==> src/rtl/operand_stage_if.sv <==
// Operand stage bus: decode-side offer, register-file writeback, flush,
// and the registered execute-side outputs.
interface operand_stage_if;
    // Decode side
    logic        id_valid;
    logic        id_ready;
    logic [3:0]  id_alu_op;
    logic [4:0]  id_rs1;
    logic [4:0]  id_rs2;
    logic [4:0]  id_rd;
    logic [31:0] id_imm;
    logic        id_use_imm;
    logic        id_use_pc;
    logic [31:0] id_pc;
    // Register-file write port
    logic        wb_en;
    logic [4:0]  wb_rd;
    logic [31:0] wb_data;
    // Pipeline control
    logic        flush;
    // Execute side
    logic        ex_valid;
    logic        ex_ready;
    logic [3:0]  ex_alu_op;
    logic [31:0] ex_in1;
    logic [31:0] ex_in2;
    logic [4:0]  ex_rd;

    // Environment view: drives decode, writeback, flush and ex_ready
    modport master (
        output id_valid, id_alu_op, id_rs1, id_rs2, id_rd, id_imm,
               id_use_imm, id_use_pc, id_pc,
               wb_en, wb_rd, wb_data, flush, ex_ready,
        input  id_ready, ex_valid, ex_alu_op, ex_in1, ex_in2, ex_rd
    );

    // Stage view
    modport slave (
        input  id_valid, id_alu_op, id_rs1, id_rs2, id_rd, id_imm,
               id_use_imm, id_use_pc, id_pc,
               wb_en, wb_rd, wb_data, flush, ex_ready,
        output id_ready, ex_valid, ex_alu_op, ex_in1, ex_in2, ex_rd
    );
endinterface

==> src/rtl/operand_stage.sv <==
// Operand fetch stage: 32x32 register file with write bypass, operand
// selection, and a single-entry valid/ready pipeline register towards execute.
module operand_stage (
    input  logic            clk,
    input  logic            rst_n,
    operand_stage_if.slave  bus
);

    // Storage for x1..x31; x0 is hardwired to zero and has no storage.
    logic [31:0] r_regs [1:31];
    // Read view of the whole file, index 0 included.
    logic [31:0] w_rf_word [32];

    logic        w_wb_write;
    logic [31:0] w_rs1_data;
    logic [31:0] w_rs2_data;
    logic [31:0] w_in1;
    logic [31:0] w_in2;
    logic        w_id_ready;
    logic        w_load;
    logic        w_ex_valid_next;

    logic        r_ex_valid;
    logic [3:0]  r_ex_alu_op;
    logic [31:0] r_ex_in1;
    logic [31:0] r_ex_in2;
    logic [4:0]  r_ex_rd;

    // A write to x0 is never a real write, neither for storage nor bypass.
    assign w_wb_write = bus.wb_en && (bus.wb_rd != 5'd0);

    assign w_rf_word[0] = 32'd0;

    generate
        for (genvar gi = 1; gi < 32; gi++) begin : g_rf
            // Register entry: cleared by reset, written whenever addressed,
            // independent of flush, hold or valid state.
            always_ff @(posedge clk or negedge rst_n) begin
                if (!rst_n) begin
                    r_regs[gi] <= 32'd0;
                end else if (w_wb_write && (bus.wb_rd == 5'(gi))) begin
                    r_regs[gi] <= bus.wb_data;
                end
            end

            assign w_rf_word[gi] = r_regs[gi];
        end
    endgenerate

    // Source reads with same-cycle writeback bypass (x0 never bypassed).
    always_comb begin
        w_rs1_data = w_rf_word[bus.id_rs1];
        w_rs2_data = w_rf_word[bus.id_rs2];
        if (w_wb_write && (bus.wb_rd == bus.id_rs1)) begin
            w_rs1_data = bus.wb_data;
        end
        if (w_wb_write && (bus.wb_rd == bus.id_rs2)) begin
            w_rs2_data = bus.wb_data;
        end
    end

    // Operand selection: plain muxes, no arithmetic.
    assign w_in1 = bus.id_use_pc  ? bus.id_pc  : w_rs1_data;
    assign w_in2 = bus.id_use_imm ? bus.id_imm : w_rs2_data;

    // Stage can take a new instruction when empty or when the held one leaves.
    assign w_id_ready = !r_ex_valid || bus.ex_ready;
    assign w_load     = bus.id_valid && w_id_ready && !bus.flush;

    // Valid next-state: flush wins, then load, then drain, else hold.
    always_comb begin
        w_ex_valid_next = r_ex_valid;
        if (bus.flush) begin
            w_ex_valid_next = 1'b0;
        end else if (w_load) begin
            w_ex_valid_next = 1'b1;
        end else if (r_ex_valid && bus.ex_ready) begin
            w_ex_valid_next = 1'b0;
        end
    end

    // Pipeline register: valid follows the handshake, data only moves on a load.
    always_ff @(posedge clk or negedge rst_n) begin
        if (!rst_n) begin
            r_ex_valid  <= 1'b0;
            r_ex_alu_op <= 4'd0;
            r_ex_in1    <= 32'd0;
            r_ex_in2    <= 32'd0;
            r_ex_rd     <= 5'd0;
        end else begin
            r_ex_valid <= w_ex_valid_next;
            if (w_load) begin
                r_ex_alu_op <= bus.id_alu_op;
                r_ex_in1    <= w_in1;
                r_ex_in2    <= w_in2;
                r_ex_rd     <= bus.id_rd;
            end
        end
    end

    assign bus.id_ready  = w_id_ready;
    assign bus.ex_valid  = r_ex_valid;
    assign bus.ex_alu_op = r_ex_alu_op;
    assign bus.ex_in1    = r_ex_in1;
    assign bus.ex_in2    = r_ex_in2;
    assign bus.ex_rd     = r_ex_rd;

endmodule

==> src/flat_wrapper.sv <==
// flat-port wrapper written by rule: the top's interface ports become plain ports
module operand_stage_flat 
  (clk, rst_n, bus_id_valid, bus_id_alu_op, bus_id_rs1, bus_id_rs2, bus_id_rd, bus_id_imm, bus_id_use_imm, bus_id_use_pc, bus_id_pc, bus_wb_en, bus_wb_rd, bus_wb_data, bus_flush, bus_ex_ready, bus_id_ready, bus_ex_valid, bus_ex_alu_op, bus_ex_in1, bus_ex_in2, bus_ex_rd);
  operand_stage_if bus_i ();
  input  logic clk;
  input  logic rst_n;
  input wire logic [$bits(bus_i.id_valid)-1:0] bus_id_valid;
  input wire logic [$bits(bus_i.id_alu_op)-1:0] bus_id_alu_op;
  input wire logic [$bits(bus_i.id_rs1)-1:0] bus_id_rs1;
  input wire logic [$bits(bus_i.id_rs2)-1:0] bus_id_rs2;
  input wire logic [$bits(bus_i.id_rd)-1:0] bus_id_rd;
  input wire logic [$bits(bus_i.id_imm)-1:0] bus_id_imm;
  input wire logic [$bits(bus_i.id_use_imm)-1:0] bus_id_use_imm;
  input wire logic [$bits(bus_i.id_use_pc)-1:0] bus_id_use_pc;
  input wire logic [$bits(bus_i.id_pc)-1:0] bus_id_pc;
  input wire logic [$bits(bus_i.wb_en)-1:0] bus_wb_en;
  input wire logic [$bits(bus_i.wb_rd)-1:0] bus_wb_rd;
  input wire logic [$bits(bus_i.wb_data)-1:0] bus_wb_data;
  input wire logic [$bits(bus_i.flush)-1:0] bus_flush;
  input wire logic [$bits(bus_i.ex_ready)-1:0] bus_ex_ready;
  output wire logic [$bits(bus_i.id_ready)-1:0] bus_id_ready;
  output wire logic [$bits(bus_i.ex_valid)-1:0] bus_ex_valid;
  output wire logic [$bits(bus_i.ex_alu_op)-1:0] bus_ex_alu_op;
  output wire logic [$bits(bus_i.ex_in1)-1:0] bus_ex_in1;
  output wire logic [$bits(bus_i.ex_in2)-1:0] bus_ex_in2;
  output wire logic [$bits(bus_i.ex_rd)-1:0] bus_ex_rd;
  assign bus_i.id_valid = bus_id_valid;
  assign bus_i.id_alu_op = bus_id_alu_op;
  assign bus_i.id_rs1 = bus_id_rs1;
  assign bus_i.id_rs2 = bus_id_rs2;
  assign bus_i.id_rd = bus_id_rd;
  assign bus_i.id_imm = bus_id_imm;
  assign bus_i.id_use_imm = bus_id_use_imm;
  assign bus_i.id_use_pc = bus_id_use_pc;
  assign bus_i.id_pc = bus_id_pc;
  assign bus_i.wb_en = bus_wb_en;
  assign bus_i.wb_rd = bus_wb_rd;
  assign bus_i.wb_data = bus_wb_data;
  assign bus_i.flush = bus_flush;
  assign bus_i.ex_ready = bus_ex_ready;
  assign bus_id_ready = bus_i.id_ready;
  assign bus_ex_valid = bus_i.ex_valid;
  assign bus_ex_alu_op = bus_i.ex_alu_op;
  assign bus_ex_in1 = bus_i.ex_in1;
  assign bus_ex_in2 = bus_i.ex_in2;
  assign bus_ex_rd = bus_i.ex_rd;
  operand_stage u_core (.clk(clk), .rst_n(rst_n), .bus(bus_i));
endmodule
==> config.mk <==
export PLATFORM = sky130hd
export DESIGN_NAME = operand_stage_flat
export DESIGN_NICKNAME = d
export VERILOG_FILES = /design/src/rtl/operand_stage_if.sv /design/src/rtl/operand_stage.sv /design/src/flat_wrapper.sv
export SDC_FILE = /design/constraint.sdc
export NUM_CORES = 2
export LEC_CHECK = 0
export BUFFER_PORTS_ARGS = -buffer_cell sky130_fd_sc_hd__clkbuf_2
export CORE_MARGIN = 2
export CORE_UTILIZATION = 40
export DETAILED_ROUTE_END_ITERATION = 8
export PLACE_DENSITY = 0.59
export RECOVER_POWER = 25
export SYNTH_ARGS = -nofsm -noshare
export SYNTH_HDL_FRONTEND = slang
export SYNTH_SLANG_ARGS = --single-unit
export TNS_END_PERCENT = 5
==> constraint.sdc <==
create_clock -name clk -period 4.48 [get_ports clk]
set_input_delay 0.224 -clock clk [delete_from_list [all_inputs] [get_ports clk]]
set_output_delay 0.224 -clock clk [all_outputs]
set_load 0.02 [all_outputs]
Word level (Yosys, flattened, before mapping)
Index checks and enable logic that the tools add are counted.
{"block": "word_totals", "register_bits": 1066, "in_bits": 128, "word_cells": 128}
{"block": "classes", "n_mux": 13, "magnitude_cmp": 2, "n_eq_ne": 33, "reduce_logical": 42, "n_bitwise": 2}
{"operator": "binary-select mux 32 bit (select 5 bit)", "n": 2}
{"operator": "two-way mux 32 bit", "n": 8}
{"operator": "== test 5 bit, second input constant", "n": 16}
{"operator": "== test 5 x 4 -> 1 bit, second input constant", "n": 8}
{"operator": "logical AND 1 bit", "n": 37}
{"operator": "== test 5 x 3 -> 1 bit, second input constant", "n": 4}
{"operator": ">= comparator 6 bit, second input constant", "n": 2}
{"operator": "inverter 5 -> 6 bit", "n": 2}
{"operator": "== test 5 x 2 -> 1 bit, second input constant", "n": 2}
{"operator": "== test 5 bit", "n": 2}
{"operator": "== test 5 x 1 -> 1 bit, second input constant", "n": 1}
{"operator": "nonzero test 5 bit", "n": 1}
{"operator": "two-way mux 1 bit", "n": 3}
{"operator": "nonzero test 3 bit", "n": 1}
{"operator": "zero test 1 bit", "n": 2}
{"operator": "logical OR 1 bit", "n": 1}

Logic depth before layout (Yosys ltp)
{"block": "depth", "word_depth": 6, "mapped_depth": 10, "mapped_depth_nobuf": 5}

Worst setup path after synthesis
No wires, ideal clock.
{"block": "synth_timing", "path_type": "input -> register", "from": "input port bus_id_rs2[0]", "to": "register u_core.r_ex_in2[13], in the netlist u_core.bus.ex_in2[13]", "path_stages": 9, "n_path_buf": 4, "slack_ns": 2.465, "t_arrival_ns": 1.887, "path_cell_list": "buf_4 buf_4 buf_2 buf_2 mux2i_1 nor2_1 o32ai_1 nor4_1 o21bai_1"}
{"block": "synth_via", "elab_chain_cells": 6, "elab_cells_between_ends": 8}
{"item": "from (decl)", "line": "flat_wrapper.sv:10", "source": "input wire logic [$bits(bus_i.id_rs2)-1:0] bus_id_rs2;"}
{"item": "inverter 5 -> 6 bit (implied by the code)", "line": "operand_stage.sv:53", "source": "w_rs2_data = w_rf_word[bus.id_rs2];"}
{"item": "binary-select mux 32 bit (select 5 bit)", "line": "operand_stage.sv:53"}
{"item": "two-way mux 32 bit (implied by the code) (2 in a row)", "line": "operand_stage.sv:53"}
{"item": "two-way mux 32 bit (*)", "line": "operand_stage.sv:57", "source": "if (w_wb_write && (bus.wb_rd == bus.id_rs2)) begin"}
{"item": "two-way mux 32 bit (*)", "line": "operand_stage.sv:64", "source": "assign w_in2 = bus.id_use_imm ? bus.id_imm : w_rs2_data;"}
{"item": "to (signal assigned)", "line": "operand_stage.sv:95", "source": "r_ex_in2 <= w_in2;"}
{"item": "to (decl)", "line": "operand_stage.sv:26", "source": "logic [31:0] r_ex_in2;"}
Every way passes the cells marked *; elsewhere a longest branch is shown, timed or not. The select of a mux whose other input is x is not followed.
A chain may end at the register's enable or synchronous reset.

Final worst setup path
{"block": "layout_timing", "from": "input port bus_wb_rd[0]", "to": "register u_core.r_regs[752] (netlist name)"}
{"block": "layout_via", "elab_chain_cells": 3, "elab_cells_between_ends": 4}
{"item": "from (decl)", "line": "flat_wrapper.sv:17", "source": "input wire logic [$bits(bus_i.wb_rd)-1:0] bus_wb_rd;"}
{"item": "nonzero test 5 bit", "line": "operand_stage.sv:30", "source": "assign w_wb_write = bus.wb_en && (bus.wb_rd != 5'd0);"}
{"item": "logical AND 1 bit", "line": "operand_stage.sv:30"}
{"item": "logical AND 1 bit (*)", "line": "operand_stage.sv:41", "source": "end else if (w_wb_write && (bus.wb_rd == 5'(gi))) begin"}
{"item": "to (signal, indexed assignment)", "line": "operand_stage.sv:42", "source": "r_regs[gi] <= bus.wb_data;"}
{"item": "to (decl)", "line": "operand_stage.sv:10", "source": "logic [31:0] r_regs [1:31];"}
Every way passes the cells marked *; elsewhere a longest branch is shown, timed or not.

==> reports/results.ini <==
[synthesis]
synth_nets=4135
synthTopCellsByCount=1149 x mux2_2, 1066 x dfrtp_1, 356 x mux4_2
ys_top_cells_by_area=dfrtp_1 47%, mux2_2 23%, mux4_2 14%
synth_seq_cells=1066
synth_sequential_area_ratio_pct=47.4
synth_largest_area_cell=dfrtp_1
synth-edff-count=0
synth_cells=4007
synthDistinctLibCells=46
post_synth_instance_area_um2=56300
ys_dominant_reg_cell=dfrtp_1
synthMostInstantiatedCell=mux2_2
synthesis.area_per_instance_um2=14.1
ys_async_sr_fraction_pct=100
synth-warning-count=0
netlist.area_leader.share_pct=47.4

[pwr]
internal_power_mw=20.7
p_comb_share_pct=20.0
p_sw_share_pct=27.8
power.total_mw=28.7
power_frac_seq_pct=44.9
p_per_area_nw_per_um2=449
ir_drop_mv=0.320
leakage_nw=27.2
clkPwrFrac_pct=35.0
p_switching_mw=7.99

[route]
drt-pass1-iter-count=5
avgViaCountPerCell=6.38
routed_antenna_nets=0
wl_um=191000
route.detailed.drc=0
drtIter0Drc=3477
avgRoutedWirePerCell_um=31.6
vias_post_dr=38600

[outcome]
violations=capacitance limit, slew limit
status=finished, violations left

[final_layout]
fin_nets=4201
stdcell_count=6045
area_growth_syn_to_layout_pct=13.6
final.fill_count=12400
post_route_cells_drive_above_1_share_pct=49.4

[global_routing]
grt_max_degree=156
grt.overflow.total=0
gr-usage-all-layers_pct=26.7
first_pass_grt_wire_length_um=280000
via_count_of_the_first_global_routing_pass=39000
antenna_found_initial=5

[clocking]
cts_setup_buffers=0
post_cts_resized=0
cts_buffers=114
clk_latency_worst_skew_pair_ns=0.74
worst_setup_hold_path_clk_slew_ns=0.06
cts_tree=yes
post_cts_hold_buffer_count=76
ctsHtreeMaxLevel=3
cts-root-to-sink-buffers=3
root_buffer=clkbuf_16
numClockSinks=1066

[placed_design]
place_congestion=0.820
detailed_place_hpwl_um=114000
buffer_ports.inserted=202
dp.cells=5757

[setup_path]
rr_worst_depth=6
end_kind=register
startpoint_type=primary input
timing.setup.critical_path_class=in -> reg
critical_path_required_ns=5.08
path_max_fanout=32
critPathArrivalTime_ns=3.93

[floorplanning]
ioPinCount=203
initial_core_util_pct=40.3
dieHeight_um=379
chipWidth_um=379
rows=137
coreArea_um2=140000
fp.dieArea_um2=144000

[sta]
fmax_mhz=301
finalSetupViolations=0
timing.slew.headroom_pct=-113
timing.final.hold_violations=0
slew_violations=154
tns_ns=0
grt_setup_unrepaired=no
timing_worst_slew_pin_value_ns=3.19
layout_min_cycle_time_ns=3.32
skew_ns=0.0157
layout_worst_path_cycle_share_pct=74.1

[hold_path]
hold_class=in -> async

[job]
maxCapViolations=4

[layout make-up]
type                            instances  area (um^2)  area share (%)
Multi-Input combinational cell       2492        28000            43.8
Tap cell                             1876         2350            3.67
Antenna cell                            1         2.50         0.00391
Clock buffer                          163         3310            5.17
Sequential cell                      1066        26700            41.7
Inverter                                6         22.5          0.0352
Timing Repair Buffer                  393         2930            4.58
Clock inverter                         48          651            1.02
[metrics by stage]
stage	instance area (um^2)	utilization, %	setup slack, ns	hold slack (ns)
floorplan	56300	-	2.46	-0.0716
global placement	59300	42.4	1.26	0.247
detailed placement	59300	42.4	1.26	0.244
CTS	64000	45.8	1.78	0.0679
global route	64000	45.8	1.18	0.0990
finish	64000	45.8	1.16	0.0569
[layout by cell type (no fill, tap or decap), types with 7 or more instances in the layout]
cell           netlist  layout
a221oi_1           160     160
buf_12               0      20
buf_4               11      91
bufinv_16            0      14
clkbuf_1           282      28
clkbuf_16            0     116
clkbuf_2             0     195
clkbuf_8             0      24
clkinv_2             0      21
dfrtp_1           1066    1066
dlygate4sd3_1        0      76
mux2_2            1149    1149
mux2i_1            125     125
mux4_2             356     356
nand2_1             44      33
nand2_2              0      10
nor2_1             149     138
nor2_4               0      11
nor2b_1             13       7
nor3_1              15       9
nor4_1              29      28
o21ai_0             60      60
o21bai_1            29      29
o221ai_1            31      31
o22ai_1            177     177
o31a_1              32      32
o32ai_1             33      33
or3_1               25      25
or4_1                7       7
xnor2_1             10      10
[power groups by stage]
stage	logic, mW	clock network [mW]	registers [mW]
floorplan	4.16	0	12.7
global placement	5.58	0	12.9
detailed placement	5.69	0	13.0
CTS	5.75	10.2	12.9
global route	6.16	10.6	13.1
finish	5.75	10.1	12.9
[worst max-delay path, cell delays in order]
cell,delay (ns)
clkbuf_1,0.61
nor2_1,0.22
nand2_2,0.10
clkbuf_1,2.25
mux2_2,0.48
[logic make-up (layout without fill, tap and decap cells)]
kind of cell / count (synthesis) / after routing / synth area share (%)
XOR/XNOR: 10 / 10 / 0.156
other: 0 / 1 / 0
flip-flops: 1066 / 1066 / 47.4
AO/OA/AOI/OAI: 536 / 536 / 7.07
multiplexers: 1632 / 1632 / 39.5
AND/OR/NAND/NOR: 314 / 314 / 2.64
buffers and inverters: 449 / 610 / 3.29
[sequential cells by signal, summed over array words and instances (netlist names)]
name / flops
u_core.bus.ex_valid: 1
u_core.r_regs: 992
u_core.bus.ex_in1: 32
u_core.bus.ex_rd: 5
u_core.bus.ex_in2: 32
u_core.bus.ex_alu_op: 4
[per-layer routing]
metal / part of all wire [%] / vias up / global-route usage, %
met5: 0.0068 / - / 0
met4: 3.9 / 2 / 9.40
met3: 8.1 / 379 / 5.81
met2: 45 / 1691 / 40.6
met1: 43 / 20800 / 37.6
li1: - / 15700 / -
[worst paths after layout]
path / from / endpoint / slack, ns
setup / recovery: bus_wb_rd[0] / u_core.r_regs[752] / 1.16
hold / removal: rst_n / u_core.bus.ex_alu_op[1] / 0.06
setup reg to reg: u_core.bus.ex_valid / u_core.bus.ex_in2[16] / 1.68
hold reg to reg: u_core.bus.ex_rd[3] / u_core.bus.ex_rd[3] / 0.48
max in group asynchronous: rst_n / u_core.r_regs[536] / 1.90
min in group clk: bus_id_valid / u_core.bus.ex_alu_op[1] / 0.23
No activity file was read; power rests on OpenSTA's default activity.
